<file path="config.mk">
export PLATFORM = sky130hd
export DESIGN_NAME = entropy_coder_manager_fsm
export DESIGN_NICKNAME = d
export VERILOG_FILES = /design/src/rtl/entropy_coder_manager_fsm.sv
export SDC_FILE = /design/constraint.sdc
export NUM_CORES = 1
export LEC_CHECK = 0
export ABC_AREA = 0
export CAP_MARGIN = 5
export CORE_MARGIN = 4
export CORE_UTILIZATION = 50
export DETAILED_ROUTE_END_ITERATION = 10
export GPL_ROUTABILITY_DRIVEN = 0
export MAX_ROUTING_LAYER = met4
export PLACE_DENSITY_LB_ADDON = 0.25
export SETUP_SLACK_MARGIN = 0.15
export SLEW_MARGIN = 25
export SYNTH_ARGS = -nofsm -noshare
export SYNTH_HDL_FRONTEND = slang
export SYNTH_SLANG_ARGS = --single-unit
</file>
<file path="constraint.sdc">
create_clock -name clock -period 6.8 [get_ports clock]
set_input_delay 1.7 -clock clock [delete_from_list [all_inputs] [get_ports clock]]
set_output_delay 1.7 -clock clock [all_outputs]
set_load 0.01 [all_outputs]
</file>
<file path="src/rtl/entropy_coder_manager_fsm.sv">
// Entropy coder manager: schedules quantized 8x8 blocks from the quantizer
// output ring into the run-length/Huffman coder in zigzag order.
// Optional restart-interval handling is compiled in with ENTROPY_RESTART_INTERVAL_EN.
`timescale 1ns/1ps

module entropy_coder_manager_fsm #(
  parameter int unsigned NUM_BUFFERS      = 4,
  parameter int unsigned LUMA_BLOCKS      = 4,
`ifdef ENTROPY_RESTART_INTERVAL_EN
  parameter int unsigned RESTART_INTERVAL = 16,
`endif
  parameter int unsigned CHROMA_BLOCKS    = 2
) (
  input  logic       clock,
  input  logic       reset,
  input  logic       quantizer_block_done,
  input  logic       encoder_ready,
  input  logic       encoder_block_done,
  output logic       quantizer_stall,
  output logic [7:0] coefficient_address,
  output logic [1:0] encoder_readbuf,
  output logic       coefficient_valid,
  output logic       coefficient_first,
  output logic       coefficient_last,
  output logic [1:0] component,
`ifdef ENTROPY_RESTART_INTERVAL_EN
  input  logic       restart_done,
  output logic       restart_request,
`endif
  output logic       overflow_error
);

  localparam logic [2:0] FULL_LEVEL = 3'(NUM_BUFFERS);
  localparam logic [1:0] PTR_MASK   = 2'(NUM_BUFFERS - 1);
  localparam logic [3:0] LAST_IDX   = 4'(LUMA_BLOCKS + CHROMA_BLOCKS - 1);
  localparam logic [3:0] LUMA_END   = 4'(LUMA_BLOCKS);
  localparam logic [3:0] CB_END     = 4'(LUMA_BLOCKS + CHROMA_BLOCKS / 2);

  // Zigzag scan position -> natural (row-major) coefficient index.
  localparam logic [5:0] ZIGZAG [64] = '{
    6'd0,  6'd1,  6'd8,  6'd16, 6'd9,  6'd2,  6'd3,  6'd10,
    6'd17, 6'd24, 6'd32, 6'd25, 6'd18, 6'd11, 6'd4,  6'd5,
    6'd12, 6'd19, 6'd26, 6'd33, 6'd40, 6'd48, 6'd41, 6'd34,
    6'd27, 6'd20, 6'd13, 6'd6,  6'd7,  6'd14, 6'd21, 6'd28,
    6'd35, 6'd42, 6'd49, 6'd56, 6'd57, 6'd50, 6'd43, 6'd36,
    6'd29, 6'd22, 6'd15, 6'd23, 6'd30, 6'd37, 6'd44, 6'd51,
    6'd58, 6'd59, 6'd52, 6'd45, 6'd38, 6'd31, 6'd39, 6'd46,
    6'd53, 6'd60, 6'd61, 6'd54, 6'd47, 6'd55, 6'd62, 6'd63
  };

  typedef enum logic [1:0] {
    StIdle,
    StSend,
    StDrain
`ifdef ENTROPY_RESTART_INTERVAL_EN
    , StRestart
`endif
  } state_e;

  state_e     state_q, state_d;
  logic [2:0] occupancy_q, occupancy_d;
  logic [5:0] counter_q, counter_d;
  logic [1:0] readbuf_q, readbuf_d;
  logic [3:0] block_idx_q, block_idx_d;
  logic       overflow_q, overflow_d;
  logic       valid_q, first_q, last_q;

  logic       issue;
  logic       release_blk;
  logic       full;
  logic       accept;
  logic       last_in_mcu;

`ifdef ENTROPY_RESTART_INTERVAL_EN
  localparam int unsigned MCU_W = (RESTART_INTERVAL > 1) ? $clog2(RESTART_INTERVAL) : 1;
  logic [MCU_W-1:0] mcu_cnt_q, mcu_cnt_d;
  logic             interval_end;
  assign interval_end = (mcu_cnt_q == MCU_W'(RESTART_INTERVAL - 1));
`endif

  assign issue       = (state_q == StSend) && encoder_ready;
  assign release_blk = (state_q == StDrain) && encoder_block_done;
  assign full        = (occupancy_q == FULL_LEVEL);
  // A new block is only absorbed if a slot exists or one frees this very cycle.
  assign accept      = quantizer_block_done && (!full || release_blk);
  assign last_in_mcu = (block_idx_q == LAST_IDX);

  // Ring occupancy and sticky overflow next-state.
  always_comb begin
    occupancy_d = occupancy_q;
    overflow_d  = overflow_q;
    if (accept && !release_blk) begin
      occupancy_d = occupancy_q + 3'd1;
    end else if (!accept && release_blk) begin
      occupancy_d = occupancy_q - 3'd1;
    end
    if (quantizer_block_done && !accept) begin
      overflow_d = 1'b1;
    end
  end

  // FSM state register.
  always_ff @(posedge clock) begin
    if (reset) begin
      state_q <= StIdle;
    end else begin
      state_q <= state_d;
    end
  end

  // FSM next-state logic.
  always_comb begin
    state_d = state_q;
    case (state_q)
      StIdle: begin
        if (occupancy_q != 3'd0) state_d = StSend;
      end
      StSend: begin
        if (encoder_ready && (counter_q == 6'd63)) state_d = StDrain;
      end
      StDrain: begin
        if (encoder_block_done) begin
          // Back-to-back into the next buffer when one is already waiting.
          state_d = (occupancy_d != 3'd0) ? StSend : StIdle;
`ifdef ENTROPY_RESTART_INTERVAL_EN
          if (last_in_mcu && interval_end) state_d = StRestart;
`endif
        end
      end
`ifdef ENTROPY_RESTART_INTERVAL_EN
      StRestart: begin
        if (restart_done) state_d = (occupancy_d != 3'd0) ? StSend : StIdle;
      end
`endif
      default: state_d = StIdle;
    endcase
  end

  // Zigzag counter, read pointer and block/MCU bookkeeping next-state.
  always_comb begin
    counter_d   = counter_q;
    readbuf_d   = readbuf_q;
    block_idx_d = block_idx_q;
`ifdef ENTROPY_RESTART_INTERVAL_EN
    mcu_cnt_d   = mcu_cnt_q;
`endif
    if ((state_q == StIdle) && (occupancy_q != 3'd0)) counter_d = 6'd0;
    if (issue) counter_d = counter_q + 6'd1;
    if (release_blk) begin
      counter_d   = 6'd0;
      readbuf_d   = (readbuf_q + 2'd1) & PTR_MASK;
      block_idx_d = last_in_mcu ? 4'd0 : block_idx_q + 4'd1;
`ifdef ENTROPY_RESTART_INTERVAL_EN
      if (last_in_mcu) mcu_cnt_d = interval_end ? '0 : mcu_cnt_q + MCU_W'(1);
`endif
    end
  end

  // Datapath registers.
  always_ff @(posedge clock) begin
    if (reset) begin
      occupancy_q <= 3'd0;
      overflow_q  <= 1'b0;
      counter_q   <= 6'd0;
      readbuf_q   <= 2'd0;
      block_idx_q <= 4'd0;
`ifdef ENTROPY_RESTART_INTERVAL_EN
      mcu_cnt_q   <= '0;
`endif
    end else begin
      occupancy_q <= occupancy_d;
      overflow_q  <= overflow_d;
      counter_q   <= counter_d;
      readbuf_q   <= readbuf_d;
      block_idx_q <= block_idx_d;
`ifdef ENTROPY_RESTART_INTERVAL_EN
      mcu_cnt_q   <= mcu_cnt_d;
`endif
    end
  end

  // Beat flags trail the address by the one-cycle RAM read latency.
  always_ff @(posedge clock) begin
    if (reset) begin
      valid_q <= 1'b0;
      first_q <= 1'b0;
      last_q  <= 1'b0;
    end else begin
      valid_q <= issue;
      first_q <= issue && (counter_q == 6'd0);
      last_q  <= issue && (counter_q == 6'd63);
    end
  end

  // FSM / datapath outputs.
  always_comb begin
    coefficient_address = {readbuf_q, ZIGZAG[counter_q]};
    encoder_readbuf     = readbuf_q;
    quantizer_stall     = full;
    overflow_error      = overflow_q;
    coefficient_valid   = valid_q;
    coefficient_first   = first_q;
    coefficient_last    = last_q;
    if (block_idx_q < LUMA_END) begin
      component = 2'd0;
    end else if (block_idx_q < CB_END) begin
      component = 2'd1;
    end else begin
      component = 2'd2;
    end
`ifdef ENTROPY_RESTART_INTERVAL_EN
    restart_request = (state_q == StRestart);
`endif
  end

endmodule

</file>
======== After elaboration in Yosys (flattened, before gate mapping) ========
Memory sizes are Yosys's and may differ from the RTL's.
Index checks and enable logic that the tools add are counted.
Widths: inputs -> output; s select.
storage, ports and cells
  input bits .............................. 5
  word-level logic and storage cells ...... 62
  memory bits (writable) .................. 0
  memories ................................ 1
  memory bits (read-only) ................. 384
  bits in registers ....................... 21
  bits in latches ......................... 0
cells by class
  magnitude comparators ................... 3
  eq/ne operators ......................... 8
  multiplexer cells ....................... 14
  bitwise gates (word level) .............. 1
  shift operators ......................... 0
  $add $sub $neg .......................... 5
  reduce and logical (&&, ||, !) cells .... 21
  $mul .................................... 0
  divide/modulo/power cells ............... 0
memory list
  memory           words  width  rd ports  clocked after memory_dff  write ports  RTL line  RTL
  (no name shown)  64     6      1         0                         0            197       coefficient_address = {readbuf_q, ZIGZAG[counter_q]};
operator list
  operator             count
  $mux 6               4
  $logic_and 1x1->1    10
  $mux 2               5
  $lt 4x3->1 const B   2
  $ge 7x7->1 const B   1
  $not 6->7            1
  $add 6x1->6 const B  1
  $eq 6x6->1 const B   1
  $logic_not 6->1      1
  $mux 3               2
  $pmux 2 s3           1
  $reduce_bool 3->1    2
  $add 4x1->4 const B  1
  $eq 4x3->1 const B   1
  $mux 4               1
  $ne 2x2->1 const B   2
  $add 3x1->3 const B  1
  $eq 3x3->1 const B   1
  $logic_not 1->1      3
  $reduce_and 3->1     1
  $sub 3x1->3 const B  1
  $add 2x1->2 const B  1
  $eq 2x1->1 const B   1
  $eq 2x2->1 const B   1
  other kinds (6)      6

======== Depth between registers and ports, before layout ========
  depth in word-level cells ............... 12
  mapped depth ............................ 7
  depth with buffers taken out ............ 7

======== Least setup slack after synthesis ========
Ideal clock, no wire load.
  path kind ............................... register to output
  start point ............................. register counter_q[0]
  end point ............................... output coefficient_address[3]
  path buffers ............................ 1
  cell stages (with the launch flop) ...... 7
  data arrival time ....................... 1976 ps
  required time ........................... 5100 ps
  path slack .............................. 3124 ps
  cells stage by stage .................... dfxtp_1 -> inv_1 -> ha_1 -> buf_4 -> inv_2 -> mux4_2 -> mux4_2
on the way
  longest elaborated chain between the ends .. 4
RTL lines
  item                                       RTL line  RTL
  from (decl)                                62        logic [5:0] counter_q, counter_d;
  from (signal assigned)                     173       counter_q <= counter_d;
  $not 6->7 (not written as such)            197
  $mem_v2 64x6                               -
  $mux 6 (not written as such) (2 in a row)  197
  to (decl)                                  20        output logic [7:0] coefficient_address,
No other way between the ends. The select of a mux whose other input is x is not followed.

======== Worst setup path after layout ========
Ends and elaborated chain as after synthesis.

==> metrics.md <==
| Metric | Value |
|---|---|
| Yosys top cell by area | dfxtp_1 |
| CP Data Required Time | 5100 ps |
| Crit end category | output port |
| Minimum clock period | 4930 ps |
| Synth warn | 0 |
| Die X | 67.1 µm |
| Syn nets | roughly 250 |
| Fmax | ~0.20 GHz |
| Place WS | 2230 ps |
| Startpoint class of the critical path | register |
| Final Core Density | 57.9% |
| Fin cells | roughly 280 |
| Ant diodes | 0 |
| Placed Cells | 274 |
| First-pass GRT wire length | 6.44 mm |
| Final WS setup | 1870 ps |
| Max FO, Critical Path | 20 |
| Multi-input gate area | 0.00119 mm² |
| Post-CTS setup repair buffer count | 0 |
| Buf+Inv Stages, Crit Path | 3 |
| Register-to-register setup slack | 4880 ps |
| Max-Slew Margin vs Limit | just under 40% |
| TNS Setup | 0 ps |
| Pleak | 0.707 nW |
| CTS max path bufs | 2 |
| Clock skew | approximately 1.5 ps |
| Die Span Y | 67.1 µm |
| Clock Latency Late Sink | roughly 300 ps |
| All-layer global routing usage | 18.6% |
| CTS tree | yes |
| Register area share after synthesis | about 24% |
| Hold slack final | 486 ps |
| Nets@finish | between 200 and 300 |
| Hold crit path type | reg -> reg |
| Pin count of the biggest net entering global routing | 26 |
| Post-Syn Area per Cell | 7.83 µm² |
| EDFF count, synth | 0 |
| Synth Cell Area | 0.00175 mm² |
| Vias per cell | roughly 5.4 |
| WL/cell | 13.0 µm |
| Die area | 0.00450 mm² |
| Post-route ant nets | 0 |
| Yosys top cell area share | ~24% |
| Top delay family on crit path | multiplexers |
| Register area | about 420 µm² |
| Most frequent CP cell | mux4_2 |
| CTS buffer count | 3 |
| # IOs | 22 |
| Fin area | 0.00195 mm² |
| Via count | 1,506 |
| Synth unique cells | 44 |
| Synth Flop Type | dfxtp_1 |
| H-Tree Level Count | 1 |
| Cell count after synthesis | 223 |
| Slowest CP cell | dfxtp_1 |
| Worst slew pin tran | around 900 ps |
| Synth-to-layout area growth | 11.5% |
| Worst Path Arrival | 3230 ps |
| Count of pins over their slew limit | 0 |
| Post-CTS Hold Buffers | 0 |
| RSZ-0062 raised after global routing | false |
| Num Clock Sinks | 21 |
| Worst vdd ir | 100 µV |
| Pwr Total | 0.231 mW |
| Clk slew on worst S/H paths | 110 ps |
| Final HPWL DP | between 2 and 3 mm |
| DRT iter0 DRCs | 118 |
| Port bufs | 21 |
| Core Area | 0.00336 mm² |
| Finish-stage setup viols | 0 |
| DRC | 0 |
| Root buffer cell | clkbuf_4 |
| Rows | 21 |
| Number of global-route vias before repair | 1,375 |
| Seq cells post-synth | 21 |
| WS Path Type | reg -> out |
| Final hold violation count | 0 |
| Asr flop ratio synth | 0% |
| Share of cells above drive strength 1 | between 4 and 5% |
| Initial antenna violation count | 0 |
| Initial Util | about half |
| Most common cell in the netlist | nor2_1 |
| Outcome | finished clean |
| Pwr/cell area | approximately 120 mW/mm² |
| Top post-synthesis cells by area | dfxtp_1 24%, ha_1 14%, nor2_1 6.9% |
| Total grt overflow | 0 |
| Detailed Routing Iterations Pass 1 | 4 |
| Worst path max stage delay | 720 ps |
| Fill cells | 349 |
| Tcrit/Tclk final | 72.5% |
| Cts repair resizes | 0 |
| Synth cell count leaders | 32 x nor2_1, 21 x dfxtp_1, 19 x a21oi_1, 19 x ha_1, 16 x o21ai_0 |
| Number of max-cap violations | 0 |
| CP cell instances | inv_1 > ha_1 > inv_2 > mux4_2 > mux4_2 > clkdlybuf4s50_1 |
| Post-placement cell area | 0.00192 mm² |
| Overall routed net length | 3.62 mm |
[worst paths after layout]
check	start	depth (start not counted)	to
max	counter_q[0]	6	coefficient_address[3]
min	overflow_error	2	overflow_error
max reg2reg	counter_q[2]	4	counter_q[2]
min reg2reg	overflow_error	2	overflow_error
[state kept, by name, indices dropped and copies added, names as in the netlist]
register	cells
block_idx_q	4
coefficient_first	1
coefficient_last	1
coefficient_valid	1
counter_q	6
encoder_readbuf	2
occupancy_q	3
overflow_error	1
state_q	2
[per-layer routing]
metal	GRT usage (%)	vias up	share of wire, %
met2	28.1	25	44
met1	25.9	673	52
met4	3.04	0	0.17
met3	3.71	2	4.3
li1	-	806	-
met5	-	-	0
[cell families after synthesis]
| family | after synthesis | share of synthesized area [%] |
|---|---|---|
| AND/OR/NAND/NOR | 82 | 22.8 |
| AO/OA/AOI/OAI | 58 | 20.3 |
| buffers and inverters | 26 | 7.74 |
| flip-flops | 21 | 24.1 |
| adder cells (fa/ha/maj) | 19 | 13.6 |
| multiplexers | 10 | 7.96 |
| XOR/XNOR | 7 | 3.51 |
[worst reg2reg max path, delay by kind of cell (launching register included)]
family | cells | cell delay, ps
AO/OA/AOI/OAI | 1 | 170
flip-flops | 1 | 930
buffers and inverters | 1 | 290
adder cells (fa/ha/maj) | 1 | 370
AND/OR/NAND/NOR | 1 | 60
[area by class of cell]
| class | instances | area share (%) |
|---|---|---|
| clock buffer | 3 | 1.16 |
| clock inverter | 1 | 0.257 |
| inverter | 9 | 1.74 |
| multi-input combinational | 176 | 61.1 |
| sequential | 21 | 21.6 |
| tap | 46 | 2.96 |
| timing repair buffer | 22 | 11.2 |
[report_power, final]
group | switching [mW] | total [mW] | internal [mW]
registers | 0.00478 | 0.131 | 0.126
logic | 0.0228 | 0.0413 | 0.0185
clock network | 0.0368 | 0.0588 | 0.0220
[cell usage in the layout, fill, tap and decap left out, types with 3 or more instances in the layout]
cell	synthesis	layout
o211ai_1	4	4
nand4_1	3	3
nand2b_1	4	4
nor2b_1	7	7
clkdlybuf4s50_1	0	21
a22oi_1	3	3
clkbuf_4	0	3
inv_1	7	7
mux4_2	3	3
mux2i_1	6	6
nand3_1	5	5
nand2_1	14	14
nor2_1	32	32
o21ai_0	16	16
dfxtp_1	21	21
nor3_1	6	6
a21oi_1	19	19
xnor2_1	4	4
xor2_1	3	3
a211oi_1	4	4
ha_1	19	19
Power figures use the tool's default switching activity.
